### config.mk
export PLATFORM = sky130hd
export DESIGN_NAME = mc_sequencer
export DESIGN_NICKNAME = d
export VERILOG_FILES = /design/src/rtl/mc_pkg.sv /design/src/rtl/mc_sequencer_irq_prio_enc.sv /design/src/rtl/mc_sequencer.sv
export SDC_FILE = /design/constraint.sdc
export NUM_CORES = 1
export LEC_CHECK = 0
export BUFFER_PORTS_ARGS = -buffer_cell sky130_fd_sc_hd__buf_2
export CAP_MARGIN = 20
export CELL_PAD_IN_SITES_DETAIL_PLACEMENT = 1
export CELL_PAD_IN_SITES_GLOBAL_PLACEMENT = 1
export CORE_ASPECT_RATIO = 1.75
export CORE_MARGIN = 2
export CORE_UTILIZATION = 40
export CTS_CLUSTER_SIZE = 25
export DETAILED_ROUTE_END_ITERATION = 7
export PLACE_DENSITY = 0.85
export SETUP_SLACK_MARGIN = 0.1
export SLEW_MARGIN = 20
export SYNTH_ARGS = -nofsm -noshare
export SYNTH_HDL_FRONTEND = slang
export SYNTH_SLANG_ARGS = --single-unit
### constraint.sdc
create_clock -name clk -period 3.7 [get_ports clk]
set_input_delay 0.74 -clock clk [delete_from_list [all_inputs] [get_ports clk]]
set_output_delay 0.74 -clock clk [all_outputs]
set_load 0.005 [all_outputs]
### src/rtl/mc_pkg.sv
// mc_pkg -- shared definitions for the multi-cycle control sequencer.
// Holds the 3-bit state encoding, the decoded instruction-class codes
// and small classification helpers used by the sequencer.
package mc_pkg;

    typedef logic [2:0] state_t;

    localparam state_t S_FETCH  = 3'd0;
    localparam state_t S_DECODE = 3'd1;
    localparam state_t S_EXEC   = 3'd2;
    localparam state_t S_MEM    = 3'd3;
    localparam state_t S_WB     = 3'd4;
    localparam state_t S_BR     = 3'd5;
    localparam state_t S_JMP    = 3'd6;
    localparam state_t S_INT    = 3'd7;

    typedef logic [3:0] ins_class_t;

    localparam ins_class_t IC_ALU    = 4'd0;
    localparam ins_class_t IC_LOAD   = 4'd1;
    localparam ins_class_t IC_STORE  = 4'd2;
    localparam ins_class_t IC_BRANCH = 4'd3;
    localparam ins_class_t IC_JUMP   = 4'd4;
    localparam ins_class_t IC_JAL    = 4'd5;
    localparam ins_class_t IC_ERET   = 4'd6;
    localparam ins_class_t IC_MFC0   = 4'd7;
    localparam ins_class_t IC_MTC0   = 4'd8;
    // 9..15 are reserved and flow through EXEC/WB with no strobes.

    // Classes that pass through S_MEM after S_EXEC.
    function automatic logic needs_mem_stage(input ins_class_t c);
        return (c == IC_LOAD) || (c == IC_STORE) || (c == IC_MFC0) || (c == IC_MTC0);
    endfunction

    // Classes that write a GPR in S_WB.
    function automatic logic writes_gpr_in_wb(input ins_class_t c);
        return (c == IC_ALU) || (c == IC_LOAD) || (c == IC_MFC0);
    endfunction

endpackage

### src/rtl/mc_sequencer_irq_prio_enc.sv
// irq_prio_enc -- lowest-index-wins priority encoder.
// Ports:
//   req_i   : request vector, N bits
//   valid_o : at least one request bit is set
//   idx_o   : index of the lowest set request bit (0 when none set)
module irq_prio_enc #(
    parameter int N = 6,
    parameter int W = $clog2(N + 1)
) (
    input  logic [N-1:0] req_i,
    output logic         valid_o,
    output logic [W-1:0] idx_o
);

    always_comb begin
        valid_o = |req_i;
        idx_o   = '0;
        // Scan downward so the lowest set index is the last one written.
        for (int i = N - 1; i >= 0; i--) begin
            if (req_i[i]) begin
                idx_o = W'(i);
            end
        end
    end

endmodule

### src/rtl/mc_sequencer.sv
// mc_sequencer -- multi-cycle CPU control sequencer.
// Steps FETCH/DECODE/EXEC/MEM/WB/BR/JMP/INT and decodes the datapath strobes
// from the current state and inputs (no extra output latency). Checks for
// interrupts at instruction completion and aborts stalled memory accesses
// with a bus-error interrupt after MEM_TIMEOUT waiting cycles.
// Ports:
//   clk, rst            : clock, synchronous active-high reset
//   ins_class           : decoded class of the current instruction
//   branch_taken        : branch condition, used in S_BR
//   mem_ready           : memory completes the access this cycle
//   irq, irq_mask, exl  : interrupt requests, enables, CP0 exception level
//   pc_wr .. link       : datapath strobes
//   int_cause           : registered cause code, valid while int_npc=1
module mc_sequencer
    import mc_pkg::*;
#(
    parameter int  N_IRQ       = 6,
    parameter int  MEM_TIMEOUT = 15,
    localparam int CW          = $clog2(N_IRQ + 1)
) (
    input  logic             clk,
    input  logic             rst,
    input  logic [3:0]       ins_class,
    input  logic             branch_taken,
    input  logic             mem_ready,
    input  logic [N_IRQ-1:0] irq,
    input  logic [N_IRQ-1:0] irq_mask,
    input  logic             exl,
    output logic             pc_wr,
    output logic             ir_wr,
    output logic             gpr_wr,
    output logic             dm_wr,
    output logic             mem_req,
    output logic             cp0_wen,
    output logic             int_npc,
    output logic             exl_set,
    output logic             exl_clr,
    output logic             link,
    output logic [CW-1:0]    int_cause
);

    localparam logic [7:0] TIMEOUT_LAST = 8'(MEM_TIMEOUT - 1);

    state_t        state_q, state_d;
    logic [7:0]    wait_q, wait_d;
    logic [CW-1:0] cause_q, cause_d;

    logic             exl_eff;
    logic [N_IRQ-1:0] pend;
    logic             irq_valid;
    logic [CW-1:0]    irq_idx;
    logic             done;
    logic             bus_err;
    logic             wait_last;

    // ERET leaves the exception level in its S_JMP cycle, so interrupts
    // that were blocked by exl are already visible at its completion.
    assign exl_eff = (state_q == S_JMP && ins_class == IC_ERET) ? 1'b0 : exl;
    assign pend    = irq & irq_mask & ~{N_IRQ{exl_eff}};

    irq_prio_enc #(
        .N (N_IRQ),
        .W (CW)
    ) u_prio (
        .req_i   (pend),
        .valid_o (irq_valid),
        .idx_o   (irq_idx)
    );

    // This waiting cycle would bring the counter to MEM_TIMEOUT.
    assign wait_last = (wait_q == TIMEOUT_LAST);

    always_comb begin
        state_d = state_q;
        cause_d = cause_q;
        wait_d  = wait_q;
        done    = 1'b0;
        bus_err = 1'b0;
        pc_wr   = 1'b0;
        ir_wr   = 1'b0;
        gpr_wr  = 1'b0;
        dm_wr   = 1'b0;
        mem_req = 1'b0;
        cp0_wen = 1'b0;
        int_npc = 1'b0;
        exl_set = 1'b0;
        exl_clr = 1'b0;
        link    = 1'b0;

        case (state_q)
            S_FETCH: begin
                mem_req = 1'b1;
                if (mem_ready) begin
                    ir_wr   = 1'b1;
                    pc_wr   = 1'b1;
                    state_d = S_DECODE;
                end else if (wait_last) begin
                    bus_err = 1'b1;
                end
            end
            S_DECODE: begin
                if (ins_class == IC_BRANCH) begin
                    state_d = S_BR;
                end else if (ins_class == IC_JUMP || ins_class == IC_JAL ||
                             ins_class == IC_ERET) begin
                    state_d = S_JMP;
                end else begin
                    state_d = S_EXEC;
                end
            end
            S_EXEC: begin
                state_d = needs_mem_stage(ins_class) ? S_MEM : S_WB;
            end
            S_MEM: begin
                if (ins_class == IC_LOAD || ins_class == IC_STORE) begin
                    mem_req = 1'b1;
                    dm_wr   = (ins_class == IC_STORE);
                    if (mem_ready) begin
                        if (ins_class == IC_LOAD) begin
                            state_d = S_WB;
                        end else begin
                            done = 1'b1;
                        end
                    end else if (wait_last) begin
                        bus_err = 1'b1;
                    end
                end else if (ins_class == IC_MFC0) begin
                    state_d = S_WB;
                end else begin
                    cp0_wen = (ins_class == IC_MTC0);
                    done    = 1'b1;
                end
            end
            S_WB: begin
                gpr_wr = writes_gpr_in_wb(ins_class);
                done   = 1'b1;
            end
            S_BR: begin
                pc_wr = branch_taken;
                done  = 1'b1;
            end
            S_JMP: begin
                pc_wr   = 1'b1;
                gpr_wr  = (ins_class == IC_JAL);
                link    = (ins_class == IC_JAL);
                exl_clr = (ins_class == IC_ERET);
                done    = 1'b1;
            end
            default: begin // S_INT
                pc_wr   = 1'b1;
                int_npc = 1'b1;
                exl_set = 1'b1;
                state_d = S_FETCH;
            end
        endcase

        if (done) begin
            if (irq_valid) begin
                state_d = S_INT;
                cause_d = irq_idx;
            end else begin
                state_d = S_FETCH;
            end
        end

        // A bus error wins over any pending interrupt and ignores exl.
        if (bus_err) begin
            state_d = S_INT;
            cause_d = CW'(N_IRQ);
        end

        if (state_d != state_q && (state_d == S_FETCH || state_d == S_MEM)) begin
            wait_d = 8'd0;
        end else if (mem_req && !mem_ready && wait_q != 8'hFF) begin
            wait_d = wait_q + 8'd1;
        end

        // Reset drops every strobe in the same cycle.
        if (rst) begin
            pc_wr   = 1'b0;
            ir_wr   = 1'b0;
            gpr_wr  = 1'b0;
            dm_wr   = 1'b0;
            mem_req = 1'b0;
            cp0_wen = 1'b0;
            int_npc = 1'b0;
            exl_set = 1'b0;
            exl_clr = 1'b0;
            link    = 1'b0;
        end
    end

    assign int_cause = rst ? '0 : cause_q;

    always_ff @(posedge clk) begin
        if (rst) begin
            state_q <= S_FETCH;
            wait_q  <= 8'd0;
            cause_q <= '0;
        end else begin
            state_q <= state_d;
            wait_q  <= wait_d;
            cause_q <= cause_d;
        end
    end

endmodule

# Word-level counts from Yosys, hierarchy flattened
# Cells that the tools add are included.
dict set report totals {
  input_bits 21
  word_cells 107
  output_inout_bits 13
  regBits 14
}
dict set report classes {
  bitwise_logic 3
  n_mux 55
  reduce_logical 26
  eq_ne 18
  add_sub_neg 1
}
# operator count
set op_table {}
lappend op_table {{$mux 3} 21}
lappend op_table {{$mux 1} 28}
lappend op_table {{$eq 4x3->1 const B} 4}
lappend op_table {{$pmux 3 s5} 1}
lappend op_table {{$and 6x6->6} 2}
lappend op_table {{$eq 3x2->1 const B} 3}
lappend op_table {{$eq 3x3->1 const B} 3}
lappend op_table {{$add 8x1->8 const B} 1}
lappend op_table {{$eq 4x2->1 const B} 2}
lappend op_table {{$eq 8x4->1 const B} 1}
lappend op_table {{$logic_or 1x1->1} 8}
lappend op_table {{$ne 8x8->1 const B} 1}
lappend op_table {{$pmux 1 s2} 4}
lappend op_table {{$reduce_or 7->1} 1}
lappend op_table {{$logic_not 3->1} 2}
lappend op_table {{$not 6->6} 1}
lappend op_table {{$reduce_or 6->1} 1}
lappend op_table {{$eq 4x1->1 const B} 1}
lappend op_table {{$eq 4x4->1 const B} 1}
lappend op_table {{$logic_and 1x1->1} 4}
lappend op_table {{$logic_not 4->1} 1}
lappend op_table {{$reduce_and 2->1} 2}
lappend op_table {{$reduce_bool 2->1} 2}
lappend op_table {{$reduce_or 2->1} 2}
lappend op_table {{other kinds (6)} 6}

# Longest topological paths before layout
dict set report logic_depth {
  depth_word 14
  depth_mapped 8
}

# Modules after synthesis
# A second synthesis with hierarchy kept.
dict set report hier_totals {
  cells_unflattened 161
  hier_area_um2 1262.5
}
# mod area_each_um2 n_inst cells_each seq_area_each_um2
set by_module_without_submodules {}
lappend by_module_without_submodules {mc_sequencer 1209.9 1 151 280.3}
lappend by_module_without_submodules {irq_prio_enc 52.6 1 10 0.0}

# Least setup slack after synthesis
# Ideal clock, no wire load.
dict set report synth_timing {
  path_kind {in2out}
  start {in ins_class[3]}
  end {out gpr_wr}
  n_path_buf 1
  arrival_ns 1.667
  stages 5
  required_ns 2.960
  setup_slack_ns 1.293
  cell_sequence {clkbuf_1 -> or3_1 -> o22ai_1 -> a21oi_1 -> nor3_1}
}
dict set report synth_via {
  elab_chain_cells 5
  word_cells_on_any_way 8
  classes_between {3 x eq/ne; 2 x mux; 3 x reduce/logical}
}
# item line_no
set synth_rtl {}
lappend synth_rtl {{from (decl)} mc_sequencer.sv:23} ;# input logic [3:0] ins_class,
lappend synth_rtl {{$eq 4x1->1 or $logic_not 4->1 (tied branches)} mc_pkg.sv:37} ;# return (c == IC_ALU) || (c == IC_LOAD) || (c == IC_MFC0);
lappend synth_rtl {{$logic_or 1x1->1 (2 in a row)} mc_pkg.sv:37}
lappend synth_rtl {{$pmux 1 s2 (*)} mc_sequencer.sv:90} ;# case (state_q)
lappend synth_rtl {{$mux 1 (*)} mc_sequencer.sv:179} ;# if (rst) begin
lappend synth_rtl {{to (decl)} mc_sequencer.sv:31} ;# output logic gpr_wr,
# Mark *: on every way between the ends. The rest lies on a longest branch, timed or not.

# Final worst setup path
# Ends and elaborated chain as after synthesis.

==> out/results.txt <==
The run gives 3 as the number of buffers added by the clock tree synthesis step. The adder-cell area share of the yosys netlist works out to 0.02030. At the pin with the least slew margin, the transition time is 618.1 ps.

The predominant post-synthesis flop cell was sky130_fd_sc_hd__dfxtp_1. The total power per unit cell area was 336.8 nW/um^2; the final total power was 0.4842 mW. CTS placed an instance of sky130_fd_sc_hd__clkbuf_8 at the clock tree root. The starting utilization of the core area came out at 0.4209.

The fmax is 0.3604 GHz, and the via count of the routed design is 1,381. The library cells used most frequently in the layout, excluding fill and tap cells, are sky130_fd_sc_hd__buf_2 (33), sky130_fd_sc_hd__nor2_1 (17), sky130_fd_sc_hd__dfxtp_1 (14), sky130_fd_sc_hd__nand2_1 (13), sky130_fd_sc_hd__a21oi_1 (11). The routed design has 3876 microns of wire. The initialized floorplan defines 26 standard-cell rows.

The run gives 2 as the number of buffers on the longest clock path. The combined area of the multi-input logic cells came out at 872.1 sq um. For this run the aggregate overflow at the end of global routing stands at 0.

After detailed routing, the average wire length per cell comes to 17.62 microns. Along the worst path, the maximum fanout reaches 12. The worst clock skew on the final layout came out at 1.470 ps. After the first detailed-routing iteration, the DRC count stood at 37. The synthesized design contains 0 enable-type register cells. The die is 77.43 microns tall. The total count of hold-check failures in the final report is 0, and the worst hold path depth is 2. Path category of the worst min-delay check: reg -> reg. The x dimension of the die came out at 45.96 microns. Summed over all instances, the cell type with the most area after synthesis is sky130_fd_sc_hd__dfxtp_1. The run gives 0.2311 as the total global-route track usage.

The number of input and output port buffers inserted is 33. After routing, the total negative slack on setup checks comes to 0 ps. The Yosys step of the flow raised 0 warnings.

Once the clock tree was built, the setup fixing pass inserted 0 buffers. OpenSTA, run right after detailed placement, puts the worst setup slack at 907.7 ps. After detailed routing, the number of remaining DRC violations is 0. The total area inside the core boundary comes to 2928 sq um. Counting every instance in the synthesized netlist gives 165.

After synthesis, the netlist uses 53 different library cells. The tools report the initial antenna violation count as 0. The number of resized instances in the post-cts repair step is 0, and the critical path data arrival time is 2030 ps.

The die covers 3559 sq um. The total count of max-transition violations in the final report is 0, and the number of cells traversed by the worst register-to-register path is 6. During I/O placement, the number of pins put on the boundary was 34. By area the synthesized netlist is led by sky130_fd_sc_hd__dfxtp_1 (23%), sky130_fd_sc_hd__nor2_1 (5.2%), sky130_fd_sc_hd__a21oi_1 (4.5%), sky130_fd_sc_hd__nor3_1 (4.1%), sky130_fd_sc_hd__nand2_1 (4.0%). The signed area change from the synthesized netlist to the final layout came out at 16.65%.

The total number of clock tree sinks was 14. The run gives 4 as the number of detailed-routing iterations run before antenna repair. The logs give 1 for the number of H-tree levels and 2960 ps for the data required time of the critical path. After clock tree synthesis, the clock-pin slew on the worst setup and hold paths is 60 ps. Leading cell type in the layout, fill and taps excluded: sky130_fd_sc_hd__buf_2. The logs give 0.2274 for the proportion of synthesized chip area in sequential cells and 1232 sq um for the netlist area before placement. Setup violations remaining at the end of the flow were counted as 0.

After synthesis, the largest family of logic cells by area is simple AND/OR/NAND/NOR gates. The detail route stage leaves a number of antenna-violating nets equal to 0. TritonCTS built the clock tree. Setup repair after global routing left no endpoint under its margin. Dividing the detail-routed via count by the number of cells gives 6.277. For the tightest hold margin, the log shows 527.6 ps. The maximum number of pins on one net before global-route repair is 16, and the HPWL reported at the end of detailed placement is 3079 microns. For the relative slew slack, the log shows 0.5823.

STA classifies the critical path endpoint as an output pin. The share of synthesized flip-flops with an asynchronous set or reset is 0. The mean cell area of the mapped netlist is 7.469 sq um. The synthesized netlist net count was 188; the peak supply drop was 0.2388 mV. The first global-routing pass estimated 6230 microns of wire.

The flop and latch count out of synthesis is 14. The run gives 0.6207 nW as the leakage power total. The sequential cells in the finished layout cover a total of 280.3 sq um. The area share of the largest cell type after synthesis works out to 0.2274.

The setup path with the least slack is of type in -> out. The later pin in the worst-skew pair is clocked with a latency of 250 ps. Fraction of the mapped netlist area in compound gates: 0.2640. The via count of the first global-routing pass was 1,431; the total inserted antenna cells was 0. The flow ran to the end, and the final reports show no timing, DRC or antenna violations. The tools report the sort of element at the start of the critical path as a primary input. The xor/xnor cell area share of the yosys netlist came out at 0.04975. The fraction of the cycle the final worst path needs was 0.7499. Max-cap violations in this run came to 0. The clock period could shrink to 2775 ps. Area fraction in and, or, nand and nor cells after synthesis: 0.3574. Setup slack on the critical path of the routed design comes to 925.2 ps. After the last flow step, the layout net total stands at 216. The filler cells instantiated in the layout total 392. The ratio of cells with drive above 1 in the final layout is 0.2344, and the quantity of hold-fixing buffers added after cts is 0. For flop-to-flop paths, the worst setup slack is 1450 ps.

The multiplexer fraction of the synthesized cell area was 0.01624; the final weighted congestion of routability-driven global placement was 0.8337.
## final timing paths
path / from / endpoint
max reg2reg: state_q[1]$_SDFF_PP0_ / wait_q[6]$_SDFFE_PP0P_
max: ins_class[3] / gpr_wr
min: cause_q[0]$_SDFFE_PP0P_ / cause_q[0]$_SDFFE_PP0P_
min reg2reg: cause_q[0]$_SDFFE_PP0P_ / cause_q[0]$_SDFFE_PP0P_
## logic make-up after synthesis
kind of cell,count (synthesis)
and+or+nand+nor,79
AOI/OAI and AO/OA,43
buffers and inverters,18
DFF,14
xor gates and xnor gates,7
muxes,2
adders and majority gates,2
## critical path, stage by stage
cell and delay, ps:
sky130_fd_sc_hd__buf_2 170, sky130_fd_sc_hd__nor4bb_1 430, sky130_fd_sc_hd__nand2_1 160, sky130_fd_sc_hd__o22ai_1 170
sky130_fd_sc_hd__a21oi_1 90, sky130_fd_sc_hd__nor3_1 130, sky130_fd_sc_hd__buf_2 140
## layout make-up
| cell class | count | area share |
|---|---|---|
| clock buffers | 4 | 0.03829 |
| inverters | 8 | 0.02089 |
| multi-input cells | 133 | 0.6066 |
| flip-flops and latches | 14 | 0.1950 |
| well taps | 28 | 0.02437 |
| repair buffers | 33 | 0.1149 |
## metrics by stage
step | utilization | instances | area, sq um
floorplan | - | 165 | 1232
CTS | 0.4910 | 220 | 1438
detailed placement | 0.4722 | 216 | 1383
finish | 0.4910 | 220 | 1438
global placement | 0.4722 | 216 | 1383
global route | 0.4910 | 220 | 1438
## routing by layer
layer  global-route usage  wire, microns
met1               0.2158           1443
met2               0.4333           2172
met3              0.02558             87
met4               0.1343            172
met5                    0              0
## where the power goes
part / leakage, nW / switching (mW) / total [mW] / internal, mW
clock: 0.0288 / 0.0572 / 0.152 / 0.0944
combinational: 0.478 / 0.0862 / 0.146 / 0.0601
sequential: 0.114 / 0.0246 / 0.186 / 0.162
## state kept, by name, summed over array words and instances, names as in the netlist
name,count
state_q,3
wait_q,8
cause_q,3
## cell usage after synthesis (3+ instances only)
library cell,instances
sky130_fd_sc_hd__and3_1,6
sky130_fd_sc_hd__a21oi_1,11
sky130_fd_sc_hd__nor3_1,10
sky130_fd_sc_hd__inv_2,3
sky130_fd_sc_hd__o21ai_1,4
sky130_fd_sc_hd__nand4_1,3
sky130_fd_sc_hd__nand3_1,3
sky130_fd_sc_hd__and2_1,4
sky130_fd_sc_hd__clkbuf_1,6
sky130_fd_sc_hd__nor2b_1,6
sky130_fd_sc_hd__inv_1,5
sky130_fd_sc_hd__dfxtp_1,14
sky130_fd_sc_hd__nor2_1,17
sky130_fd_sc_hd__a22oi_1,3
sky130_fd_sc_hd__nand2_1,13
sky130_fd_sc_hd__o21ai_0,3
sky130_fd_sc_hd__xor2_1,5
sky130_fd_sc_hd__buf_4,3
(Power assumes the default switching activity.)
